$ cat config.mk
export PLATFORM = sky130hd
export DESIGN_NAME = arcade_output_scheduler_flat
export DESIGN_NICKNAME = d
export VERILOG_FILES = /design/src/rtl/arcade_output_scheduler_if.sv /design/src/rtl/arcade_output_scheduler.sv /design/src/flat_wrapper.sv
export SDC_FILE = /design/constraint.sdc
export NUM_CORES = 1
export LEC_CHECK = 0
export ABC_CLOCK_PERIOD_IN_PS = 4100
export BUFFER_PORTS_ARGS = -buffer_cell sky130_fd_sc_hd__buf_2
export CORE_UTILIZATION = 47
export CTS_BUF_LIST = sky130_fd_sc_hd__clkbuf_16
export CTS_CLUSTER_DIAMETER = 60
export DETAILED_ROUTE_END_ITERATION = 8
export GPL_TIMING_DRIVEN = 0
export PLACE_DENSITY_LB_ADDON = 0.1
export SYNTH_ARGS = -nofsm -noshare
export SYNTH_HDL_FRONTEND = slang
export SYNTH_SLANG_ARGS = --single-unit
export TNS_END_PERCENT = 1
$ cat constraint.sdc
create_clock -name clk -period 4.1 [get_ports clk]
set_input_delay 0.41 -clock clk [delete_from_list [all_inputs] [get_ports clk]]
set_output_delay 0.41 -clock clk [all_outputs]
set_load 0.005 [all_outputs]
$ cat src/rtl/arcade_output_scheduler_if.sv
// Bundle between the arcade top level and the output scheduler: timing strobes,
// menu controls, menu/game sources and the scheduled VGA/PMOD outputs.
interface arcade_output_scheduler_if #(
  parameter int NUM_GAMES = 5
);
  logic                      pix_en;
  logic                      frame_start;
  logic                      up_p;
  logic                      down_p;
  logic                      enter_p;
  logic                      exit_p;
  logic [11:0]               menu_rgb;
  logic [12*NUM_GAMES-1:0]   game_rgb;
  logic [2:0]                menu_aud;
  logic [3*NUM_GAMES-1:0]    game_aud;
  logic [11:0]               rgb_out;
  logic [2:0]                aud_out;
  logic [2:0]                cursor;
  logic [2:0]                active_game;
  logic                      in_game;
  logic [NUM_GAMES-1:0]      game_rst;

  modport master (
    output pix_en, frame_start, up_p, down_p, enter_p, exit_p,
    output menu_rgb, game_rgb, menu_aud, game_aud,
    input  rgb_out, aud_out, cursor, active_game, in_game, game_rst
  );

  modport slave (
    input  pix_en, frame_start, up_p, down_p, enter_p, exit_p,
    input  menu_rgb, game_rgb, menu_aud, game_aud,
    output rgb_out, aud_out, cursor, active_game, in_game, game_rst
  );
endinterface

$ cat src/rtl/arcade_output_scheduler.sv
// Menu cursor, frame-aligned menu<->game switching with blanking, and the
// registered pixel/audio mux that drives the shared VGA and PMOD pins.
//
// state       | meaning
// MENU        | menu on outputs, cursor moves, enter starts a game
// BLANK_IN    | black/mute, counting frames before showing the game
// GAME        | selected game on outputs, exit returns to menu
// BLANK_OUT   | black/mute, counting frames before showing the menu
module arcade_output_scheduler #(
  parameter int NUM_GAMES    = 5,
  parameter int BLANK_FRAMES = 2
) (
  input  logic                     clk,
  input  logic                     rst,
  arcade_output_scheduler_if.slave bus
);

  typedef enum logic [1:0] {S_MENU, S_BLANK_IN, S_GAME, S_BLANK_OUT} state_t;

  localparam logic [2:0] CURSOR_LAST = 3'(NUM_GAMES - 1);
  localparam logic [3:0] BLANK_LAST  = 4'(BLANK_FRAMES - 1);

  state_t               r_state, w_state_nxt;
  logic [2:0]           r_cursor, w_cursor_nxt;
  logic [2:0]           r_active_game, w_active_game_nxt;
  logic [3:0]           r_blank_cnt, w_blank_cnt_nxt;
  logic [NUM_GAMES-1:0] r_game_rst, w_game_rst_nxt;
  logic [11:0]          r_rgb, w_rgb_sel, w_game_rgb;
  logic [2:0]           r_aud, w_aud_sel, w_game_aud;
  logic                 r_in_game;

  always_ff @(posedge clk) begin
    if (rst) begin
      r_state       <= S_MENU;
      r_cursor      <= 3'd0;
      r_active_game <= 3'd0;
      r_blank_cnt   <= 4'd0;
      r_game_rst    <= '0;
      r_rgb         <= 12'h000;
      r_aud         <= 3'b000;
      r_in_game     <= 1'b0;
    end else begin
      r_state       <= w_state_nxt;
      r_cursor      <= w_cursor_nxt;
      r_active_game <= w_active_game_nxt;
      r_blank_cnt   <= w_blank_cnt_nxt;
      r_game_rst    <= w_game_rst_nxt;
      // Driven from next state so in_game tracks the current state exactly
      r_in_game     <= (w_state_nxt == S_GAME);
      if (bus.pix_en) begin
        r_rgb <= w_rgb_sel;
        r_aud <= w_aud_sel;
      end
    end
  end

  always_comb begin
    w_state_nxt       = r_state;
    w_cursor_nxt      = r_cursor;
    w_active_game_nxt = r_active_game;
    w_blank_cnt_nxt   = r_blank_cnt;
    w_game_rst_nxt    = '0;
    case (r_state)
      S_MENU: begin
        if (bus.enter_p) begin
          w_state_nxt       = S_BLANK_IN;
          w_active_game_nxt = r_cursor;
          for (int i = 0; i < NUM_GAMES; i++)
            w_game_rst_nxt[i] = (r_cursor == 3'(i));
        end else if (bus.up_p && !bus.down_p && r_cursor != 3'd0) begin
          w_cursor_nxt = r_cursor - 3'd1;
        end else if (bus.down_p && !bus.up_p && r_cursor != CURSOR_LAST) begin
          w_cursor_nxt = r_cursor + 3'd1;
        end
      end
      S_BLANK_IN, S_BLANK_OUT: begin
        if (bus.frame_start) begin
          if (r_blank_cnt == BLANK_LAST) begin
            w_blank_cnt_nxt = 4'd0;
            w_state_nxt     = (r_state == S_BLANK_IN) ? S_GAME : S_MENU;
          end else begin
            w_blank_cnt_nxt = r_blank_cnt + 4'd1;
          end
        end
      end
      S_GAME: begin
        if (bus.exit_p) w_state_nxt = S_BLANK_OUT;
      end
      default: w_state_nxt = S_MENU;
    endcase
  end

  always_comb begin
    w_game_rgb = 12'h000;
    w_game_aud = 3'b000;
    for (int i = 0; i < NUM_GAMES; i++) begin
      if (r_active_game == 3'(i)) begin
        w_game_rgb = bus.game_rgb[12*i +: 12];
        w_game_aud = bus.game_aud[3*i +: 3];
      end
    end
    w_rgb_sel = 12'h000;
    w_aud_sel = 3'b000;
    case (r_state)
      S_MENU: begin
        w_rgb_sel = bus.menu_rgb;
        w_aud_sel = bus.menu_aud;
      end
      S_GAME: begin
        w_rgb_sel = w_game_rgb;
        w_aud_sel = w_game_aud;
      end
      default: begin
        w_rgb_sel = 12'h000;
        w_aud_sel = 3'b000;
      end
    endcase
  end

  assign bus.rgb_out     = r_rgb;
  assign bus.aud_out     = r_aud;
  assign bus.cursor      = r_cursor;
  assign bus.active_game = r_active_game;
  assign bus.in_game     = r_in_game;
  assign bus.game_rst    = r_game_rst;

endmodule

$ cat src/flat_wrapper.sv
// flat-port wrapper written by rule: the top's interface ports become plain ports
module arcade_output_scheduler_flat 
#(
  parameter int NUM_GAMES    = 5,
  parameter int BLANK_FRAMES = 2
)
  (clk, rst, bus_pix_en, bus_frame_start, bus_up_p, bus_down_p, bus_enter_p, bus_exit_p, bus_menu_rgb, bus_game_rgb, bus_menu_aud, bus_game_aud, bus_rgb_out, bus_aud_out, bus_cursor, bus_active_game, bus_in_game, bus_game_rst);
  arcade_output_scheduler_if #(.NUM_GAMES(NUM_GAMES)) bus_i ();
  input  logic clk;
  input  logic rst;
  input wire logic [$bits(bus_i.pix_en)-1:0] bus_pix_en;
  input wire logic [$bits(bus_i.frame_start)-1:0] bus_frame_start;
  input wire logic [$bits(bus_i.up_p)-1:0] bus_up_p;
  input wire logic [$bits(bus_i.down_p)-1:0] bus_down_p;
  input wire logic [$bits(bus_i.enter_p)-1:0] bus_enter_p;
  input wire logic [$bits(bus_i.exit_p)-1:0] bus_exit_p;
  input wire logic [$bits(bus_i.menu_rgb)-1:0] bus_menu_rgb;
  input wire logic [$bits(bus_i.game_rgb)-1:0] bus_game_rgb;
  input wire logic [$bits(bus_i.menu_aud)-1:0] bus_menu_aud;
  input wire logic [$bits(bus_i.game_aud)-1:0] bus_game_aud;
  output wire logic [$bits(bus_i.rgb_out)-1:0] bus_rgb_out;
  output wire logic [$bits(bus_i.aud_out)-1:0] bus_aud_out;
  output wire logic [$bits(bus_i.cursor)-1:0] bus_cursor;
  output wire logic [$bits(bus_i.active_game)-1:0] bus_active_game;
  output wire logic [$bits(bus_i.in_game)-1:0] bus_in_game;
  output wire logic [$bits(bus_i.game_rst)-1:0] bus_game_rst;
  assign bus_i.pix_en = bus_pix_en;
  assign bus_i.frame_start = bus_frame_start;
  assign bus_i.up_p = bus_up_p;
  assign bus_i.down_p = bus_down_p;
  assign bus_i.enter_p = bus_enter_p;
  assign bus_i.exit_p = bus_exit_p;
  assign bus_i.menu_rgb = bus_menu_rgb;
  assign bus_i.game_rgb = bus_game_rgb;
  assign bus_i.menu_aud = bus_menu_aud;
  assign bus_i.game_aud = bus_game_aud;
  assign bus_rgb_out = bus_i.rgb_out;
  assign bus_aud_out = bus_i.aud_out;
  assign bus_cursor = bus_i.cursor;
  assign bus_active_game = bus_i.active_game;
  assign bus_in_game = bus_i.in_game;
  assign bus_game_rst = bus_i.game_rst;
  arcade_output_scheduler #(.NUM_GAMES(NUM_GAMES), .BLANK_FRAMES(BLANK_FRAMES)) u_core (.clk(clk), .rst(rst), .bus(bus_i));
endmodule
# Yosys cells after proc, flatten, opt, wreduce, memory -nomap -nowiden
# Cells that the tools add are included.
[totals] ff_bits=33 word_cells=64
[classes] add_sub_neg=3 eq_ne=14 muxes=21 bitwise=2 n_reduce_logical=16
[op_table] operator="$mux 12" count=5
[op_table] operator="$pmux 12 s2" count=1
[op_table] operator="$mux 3" count=7
[op_table] operator="$eq 3x2->1 const B" count=4
[op_table] operator="$mux 2" count=5
[op_table] operator="$eq 2x2->1 const B" count=3
[op_table] operator="$eq 3x1->1 const B" count=2
[op_table] operator="$eq 3x3->1 const B" count=2
[op_table] operator="$logic_not 3->1" count=2
[op_table] operator="$pmux 2 s3" count=1
[op_table] operator="$pmux 3 s2" count=1
[op_table] operator="$add 4x1->4 const B" count=1
[op_table] operator="$eq 4x1->1 const B" count=1
[op_table] operator="$logic_and 1x1->1" count=4
[op_table] operator="$mux 4" count=1
[op_table] operator="$reduce_and 2->1" count=2
[op_table] operator="$add 3x1->3 const B" count=1
[op_table] operator="$ne 3x3->1 const B" count=1
[op_table] operator="$reduce_and 3->1" count=1
[op_table] operator="$reduce_bool 3->1" count=1
[op_table] operator="$reduce_or 3->1" count=1
[op_table] operator="$sub 3x1->3 const B" count=1
[op_table] operator="$eq 2x1->1 const B" count=1
[op_table] operator="$logic_not 1->1" count=2
[op_table] operator="other kinds (4)" count=5

# Depth between registers and ports, before layout
# Gate-level depths: netlist (run 1).
[depth] depth_word=7 mapped_depth=6 depth_no_buf=6

# Least setup slack after synthesis (run 1)
# No wires, ideal clock.
[synth_path] path_kind="reg2reg" startpoint="reg u_core.r_active_game[0], in the netlist u_core.bus.active_game[0]" endpoint="reg u_core.r_aud[0], in the netlist u_core.bus.aud_out[0]" setup_time_ns=0.132 t_arrival_ns=1.405 t_required_ns=3.968 path_slack_ns=2.564 path_stages_with_launch=6 n_path_buf=2 period_less_slack_ns=1.536 cell_sequence="dfxtp_1 -> buf_6 -> buf_8 -> mux4_2 -> a221oi_1 -> nor3_1"
[synth_between] elab_chain_cells=7 elab_cells_between_ends=11 cone_classes="eq/ne: 4; mux: 6; reduce/logical: 1"
[synth_lines] item="from (decl)" line="arcade_output_scheduler.sv:25" rtl="logic [2:0] r_active_game, w_active_game_nxt;"
[synth_lines] item="from (signal assigned)" line="arcade_output_scheduler.sv:45" rtl="r_active_game <= w_active_game_nxt;"
[synth_lines] item="$logic_not 3->1" line="arcade_output_scheduler.sv:97" rtl="if (r_active_game == 3'(i)) begin"
[synth_lines] item="$mux 3 (4 in a row)" line="arcade_output_scheduler.sv:97"
[synth_lines] item="$mux 3 *" line="arcade_output_scheduler.sv:97"
[synth_lines] item="$pmux 3 s2 *" line="arcade_output_scheduler.sv:104" rtl="case (r_state)"
[synth_lines] item="to (signal assigned)" line="arcade_output_scheduler.sv:52" rtl="r_aud <= w_aud_sel;"
[synth_lines] item="to (decl)" line="arcade_output_scheduler.sv:29" rtl="logic [2:0] r_aud, w_aud_sel, w_game_aud;"
# Every way passes the cells marked *; elsewhere a longest branch is shown, timed or not.
# A chain may end at the register's enable or synchronous reset.

# Worst setup path in the final report (run 1)
[layout_path] startpoint="reg u_core.r_cursor[0], in the netlist u_core.bus.cursor[0]" endpoint="reg u_core.r_cursor[2], in the netlist u_core.bus.cursor[2]"
[layout_between] elab_chain_cells=4 elab_cells_between_ends=10 cone_classes="add/sub: 2; eq/ne: 1; mux: 2; reduce/logical: 5"
[layout_lines] item="from (decl)" line="arcade_output_scheduler.sv:24" rtl="logic [2:0] r_cursor, w_cursor_nxt;"
[layout_lines] item="from (signal assigned)" line="arcade_output_scheduler.sv:44" rtl="r_cursor <= w_cursor_nxt;"
[layout_lines] item="branches (longest 4 deep; another with $add 3x1->3)"
# Several ways; the timed one is not identified. The select of a mux whose other input is x is not followed.

==> results of run 1 <==
## cell families after synthesis
group / after synthesis
AO/OA/AOI/OAI: 57
XOR/XNOR: 8
adder cells (fa/ha/maj): 6
buffers and inverters: 29
flip-flops: 33
multiplexers: 16
AND/OR/NAND/NOR: 78
## area by class of cell
type / instances / area share (%)
Clock buffer: 5 / 4.314
Timing Repair Buffer: 124 / 21.40
Sequential cell: 33 / 22.78
Multi-Input combinational cell: 165 / 43.36
Inverter: 14 / 1.812
Clock inverter: 3 / 1.294
Tap cell: 50 / 2.157
Buffer: 15 / 2.890
## path summary, 6_finish.rpt
check                                           start                     to  slack [ns]  cells past startpoint
worst max-delay path             u_core.bus.cursor[0]   u_core.bus.cursor[2]        2.37                      5
worst max register to register   u_core.bus.cursor[0]   u_core.bus.cursor[2]        2.37                      5
worst min-delay path                       bus_exit_p     u_core.bus.in_game        0.42                      3
worst min register to register  u_core.bus.rgb_out[9]  u_core.bus.rgb_out[9]        0.48                      2
## where the power goes
part	total, W	internal, W	switching [W]
registers	0.000349	0.000337	0.0000119
clock network	0.000415	0.000282	0.000133
logic	0.000177	0.0000935	0.0000835
## through the flow
stage          total power (W)  std cells  area (µm²)
2_1_floorplan        0.0004477        227        2054
4_1_cts              0.0009412        409        2900
5_1_grt              0.0009797        409        2900
3_5_place_dp         0.0005318        401        2738
6_report             0.0009414        409        2900
3_3_place_gp         0.0005269        401        2738
## routing by layer
| layer | up-vias | global-route usage (%) | part of all wire [%] |
|---|---|---|---|
| met5 | - | 0 | 0 |
| met4 | 0 | 9.375 | 1.3 |
| met3 | 9 | 6.833 | 6.9 |
| met2 | 80 | 51.23 | 53 |
| met1 | 1010 | 29.59 | 39 |
| li1 | 1094 | - | - |
## critical path, cell delays in order (launching register included)
cell and delay, ns:
dfxtp_1 0.46, inv_1 0.13, ha_1 0.31, a2111oi_4 0.42, o21ai_0 0.16, a21oi_1 0.17
## state kept, by name (all words and copies together), names as in the netlist
signal                  count
u_core.bus.rgb_out         12
u_core.bus.game_rst         5
u_core.r_blank_cnt          4
u_core.bus.active_game      3
u_core.bus.aud_out          3
u_core.bus.cursor           3
u_core.r_state              2
u_core.bus.in_game          1
## layout by cell type, fill, tap and decap left out, drive strengths merged, types with 5 or more instances in the layout
| cell type | n |
|---|---|
| nor2b | 5 |
| xnor2 | 5 |
| nor2 | 29 |
| mux2i | 6 |
| nor3 | 13 |
| o21ai | 17 |
| dfxtp | 33 |
| clkbuf | 15 |
| nand2 | 11 |
| mux4 | 10 |
| buf | 129 |
| o22a | 5 |
| a221oi | 10 |
| ha | 6 |
| inv | 15 |
| a21oi | 7 |
==> summary.md, run 1 <==
| Metric | Value |
|---|---|
| Status | finished, final reports clean |
| Skew-Pair Late Insertion Delay | 0.28 ns |
| Worst-path clk slew | 0.05 ns |
| Worst Path Max Fanout | 6 |
| Share of Yosys cell area claimed by the top area cell type | 32.16% |
| Routability cong. | 0.8216 |
| CTS tree | built |
| Initial antenna violation count | 0 |
| Chip width | 68.12 µm |
| CP Data Arrival Time | 1.93 ns |
| Synth Area in Simple Gates | 19.43% |
| Sink Count | 33 |
| Top-count cell post-synth | dfxtp_1 |
| Period utilisation layout | 42.09% |
| Hold WS | 0.4197 ns |
| Slack of the critical path | 2.374 ns |
| Critical path capture point type | flip-flop |
| First-pass GRT wire length | 9287 µm |
| RSZ-0062 raised after global routing | no |
| Setup repair bufs after CTS | 0 |
| Row cnt | 23 |
| Pre-CTS WS | 2.363 ns |
| Final Setup Violations | 0 |
| Syn nets | 331 |
| Vias in the first global route | 2,110 |
| Req. time, crit path | 4.30 ns |
| Core ar. | 0.004086 mm² |
| Top_reg_cell synth | dfxtp_1 |
| Worst slew margin | 65.40% |
| LEAKAGE | 1.353 nW |
| Cell taking the most area after synthesis | dfxtp_1 |
| I/O Buffers | 124 |
| I/O Pins | 125 |
| DR vias/cell | 5.362 |
| DPL Wire Length | 4909 µm |
| DRC | 0 |
| Yosys reg bits | 33 |
| Largest family of logic cells by synthesized area | compound AO/OA/AOI/OAI gates |
| Synthesized cell area | 0.002054 mm² |
| Synth async-reset ratio | 0% |
| Starting Density | 50.28% |
| Count of final max-slew check failures | 0 |
| Sequential share of the synthesized area | 32.16% |
| Max cap viols | 0 |
| Fillers | 340 |
| Layout area overhead | 41.17% |
| DRT iter0 DRCs | 166 |
| Nets | 462 |
| CTS root buf | clkbuf_16 |
| GRT Util Overall | 27.45% |
| WL/cell | 15.14 µm |
| Via count | 2,193 |
| Post-Synth Adder-Cell Area | 3.654% |
| Min-Delay Path Class | primary input to flip-flop |
| Fraction of synthesized cell area in xor and xnor cells | 3.410% |
| Post-route ant nets | 0 |
| Largest net degree at the start of global routing | 11 |
| Max Fclk | 579.5 MHz |
| Top post-synthesis cells by area | dfxtp_1 (32%), mux4_1 (7.7%), nor2_1 (4.8%) |
| Cts repair resizes | 0 |
| Synth Area in Compound Gates | 19.73% |
| Critical Path Source Type | flip-flop |
| Die Y | 68.12 µm |
| Routed WL | 6191 µm |
| Final Util | 70.97% |
| Die area | 0.004640 mm² |
| Syn_area_per_cell | 9.051 µm² |
| IR drop worst, VDD | 0.3038 mV |
| Multi-input gate area | 0.001257 mm² |
| Max Clock Skew | 0.003627 ns |
| Synth Warn # | 0 |
| Seq. cell area | 660.6 µm² |
| Hold Buf Count CTS | 0 |
| Inserted Clock Buffers | 5 |
| Share of cells above drive strength 1 | 40.67% |
| Worst setup path category | flip-flop to flip-flop |
| Final setup TNS | 0 ns |
| Final min period | 1.726 ns |
| Number of flops mapped to enable cells by yosys | 0 |
| Pwr dens | 324.6 mW/mm² |
| H-tree levels | 2 |
| CTS Buffer Depth | 2 |
| Cells after Synth | 227 |
| Synth cell types | 42 |
| Post-synthesis mux area share | 14.98% |
| 1st-pass router iterations | 4 |
| # diodes | 0 |
| Final Hold Fails | 0 |
| GRT overflow | 0 |
| Synth cell count leaders | dfxtp_1 (33), nor2_1 (26), o21ai_0 (17) |
| Worst-Margin Slew | 0.5190 ns |
(Power assumes the default switching activity.)
==> run 2: changes to the inputs <==
Settings changed: ABC_CLOCK_PERIOD_IN_PS 4100 to 1800, CORE_UTILIZATION 47 to 43.
Clock period 4.1 ns to 1.8 ns, I/O delays scaled along.
==> run 2 against run 1 <==
Effect of this change:
- the run now ends with DRC left
- die area is 9.0% higher
- clock power up 130%
- wire length is 5.3% lower
- maximum frequency rose by 1.9%
- via count down 0.96%
- final cell count is 0.24% higher
- core utilization fell by 6.1 points
- sequential share of layout area about the same
- non-clock buffer count is 1 lower
==> summary.md, run 2 (same netlist as run 1, synthesis figures left out) <==
| Metric | Value |
|---|---|
| First-pass GRT wire length | 9246 µm (-0.44%) |
| I/O Pins | 125 (unchanged) |
| Most frequent cells in the layout | buf_2 (125), dfxtp_1 (33), nor2_1 (26), o21ai_0 (17), inv_1 (14) |
| DP Area | 0.002740 mm² (about the same) |
| CP Data Arrival Time | 1.90 ns (-0.03 ns) |
| Slack of the critical path | 0.1058 ns (-2.269 ns) |
| Largest net degree at the start of global routing | 12 (+1) |
| Worst setup path category | flip-flop to flip-flop |
| Worst-path clk slew | 0.05 ns (about the same) |
| Row cnt | 24 (+4.3%) |
| Worst-Margin Slew | 0.5126 ns (-0.006365 ns) |
| Post-route ant nets | 0 (unchanged) |
| CTS root buf | clkbuf_16 |
| GRT overflow | 0 (unchanged) |
| Final Setup Violations | 0 (unchanged) |
| Inserted Clock Buffers | 5 (unchanged) |
| LEAKAGE | 1.347 nW (-0.47%) |
| Initial antenna violation count | 0 (unchanged) |
| I/O Buffers | 124 (unchanged) |
| Critical Path Source Type | flip-flop |
| Req. time, crit path | 2.00 ns (-2.30 ns) |
| Critical Path Source | u_core.bus.cursor[0] |
| Starting Density | 45.92% (-4.4 points) |
| Via count | 2,172 (-0.96%) |
| Setup repair bufs after CTS | 0 (unchanged) |
| Sink Count | 33 (unchanged) |
| # diodes | 0 (unchanged) |
| CTS Buffer Depth | 2 (unchanged) |
| Final Util | 64.88% (-6.1 points) |
| Multi-input gate area | 0.001257 mm² (unchanged) |
| IR drop worst, VDD | 0.4960 mV (+63%) |
| Min-Delay Path Class | primary input to flip-flop |
| GRT Util Overall | 23.53% (-3.9 points) |
| Critical path capture point type | flip-flop |
| DRT iter0 DRCs | 141 (-15%) |
| Worst R2R Setup Slack | 0.11 ns (-2.27 ns) |
| Max cap viols | 0 (unchanged) |
| DPL Wire Length | 4533 µm (-7.7%) |
| Max Fclk | 590.2 MHz (+1.9%) |
| Fillers | 403 (+19%) |
| Pwr dens | 741.4 mW/mm² (+130%) |
| Count of final max-slew check failures | 0 (unchanged) |
| Commonest non-fill, non-tap cell in the layout | buf_2 |
| Worst Path Max Fanout | 6 (unchanged) |
| H-tree levels | 2 (unchanged) |
| Nets | 461 (-0.22%) |
| Share of cells above drive strength 1 | 41.06% (+0.39 points) |
| Crit path capture | u_core.bus.cursor[2] |
| DR vias/cell | 5.298 (-1.2%) |
| DRC | 8 (+8) |
| Skew-Pair Late Insertion Delay | 0.28 ns (about the same) |
| Routed WL | 5863 µm (-5.3%) |
| Post-Layout Inst Area | 0.002903 mm² (about the same) |
| Hold Buf Count CTS | 0 (unchanged) |
| CTS tree | built |
| Die Y | 71.12 µm (+4.4%) |
| Max Clock Skew | 0.001821 ns (-0.001806 ns) |
| Largest register FFs | 12 (unchanged) |
| Cts repair resizes | 0 (unchanged) |
| Seq. cell area | 660.6 µm² (unchanged) |
| Failing checks | DRC |
| Final min period | 1.694 ns (-0.03147 ns) |
| Core ar. | 0.004474 mm² (+9.5%) |
| 1st-pass router iterations | 6 (+2) |
| WL/cell | 14.30 µm (-5.5%) |
| Die area | 0.005058 mm² (+9.0%) |
| Vias in the first global route | 1,901 (-9.9%) |
| Routability cong. | 0.8478 (+3.2%) |
| Worst slew margin | 65.83% (+0.42 points) |
| Layout area overhead | 41.29% (about the same) |
| Status | finished, violations left |
| RSZ-0062 raised after global routing | yes |
| Chip width | 71.12 µm (+4.4%) |
| Reg2reg end | u_core.bus.cursor[2] |
| Reg2Reg Depth | 5 (unchanged) |
| Final Hold Fails | 0 (unchanged) |
| Launching point of the worst reg2reg path | u_core.bus.cursor[0] |
| Pre-CTS WS | 0.09948 ns (-2.263 ns) |
| Period utilisation layout | 94.12% (+52 points) |
==> run 2: cell types whose count changed in the layout (fill, tap and decap cells not counted), sizes merged <==
| cell | delta |
|---|---|
| clkbuf | -1 |
| clkinvlp | +1 |
| inv | -1 |
==> run 2: cell type report <==
cell class / count / share of cell area, %
Sequential cell: 33 / 22.76
Clock buffer: 5 / 4.310
Multi-Input combinational cell: 165 / 43.32
Inverter: 14 / 1.810
Tap cell: 52 / 2.241
Timing Repair Buffer: 124 / 21.38
Clock inverter: 3 / 1.422
Buffer: 14 / 2.759
==> run 2: critical path: stages (launching register included) <==
cell	delay, ns
dfxtp_1	0.43
inv_1	0.12
ha_1	0.30
a2111oi_4	0.41
o21ai_0	0.19
a21oi_1	0.17
==> run 2: worst min path at each step <==
stage,startpoint,endpoint,cells past startpoint
floorplan,bus_enter_p,u_core.bus.active_game[2],2
global placement,u_core.bus.aud_out[1],u_core.bus.aud_out[1],2
detailed placement,u_core.bus.rgb_out[10],u_core.bus.rgb_out[10],2
CTS,bus_game_rgb[53],u_core.bus.rgb_out[5],3
global route,bus_game_rgb[48],u_core.bus.rgb_out[0],3
finish,bus_game_rgb[53],u_core.bus.rgb_out[5],3
==> run 2: stage by stage <==
stage | TNS, ns | cells | power, W | hold WS, ns
floorplan | 0 | 227 | 0.001020 | 0.3401
global placement | 0 | 403 | 0.001199 | 0.4609
finish | 0 | 410 | 0.002152 | 0.1895
detailed placement | 0 | 403 | 0.001203 | 0.4660
global route | -0.0007996 | 410 | 0.002258 | 0.2162
CTS | 0 | 411 | 0.002159 | 0.1880
==> run 2: power breakdown <==
group	switching, W	internal [W]
clock network	0.000315	0.000647
registers	0.0000259	0.000767
logic	0.000184	0.000212
==> run 2: routing by layer <==
| metal | GRT usage, % | vias to the layer above | wire length, µm |
|---|---|---|---|
| met5 | 0 | - | 0 |
| met4 | 9.111 | 0 | 68 |
| met3 | 5.413 | 8 | 416 |
| met2 | 37.82 | 95 | 2822 |
| met1 | 30.81 | 977 | 2555 |
| li1 | - | 1092 | - |
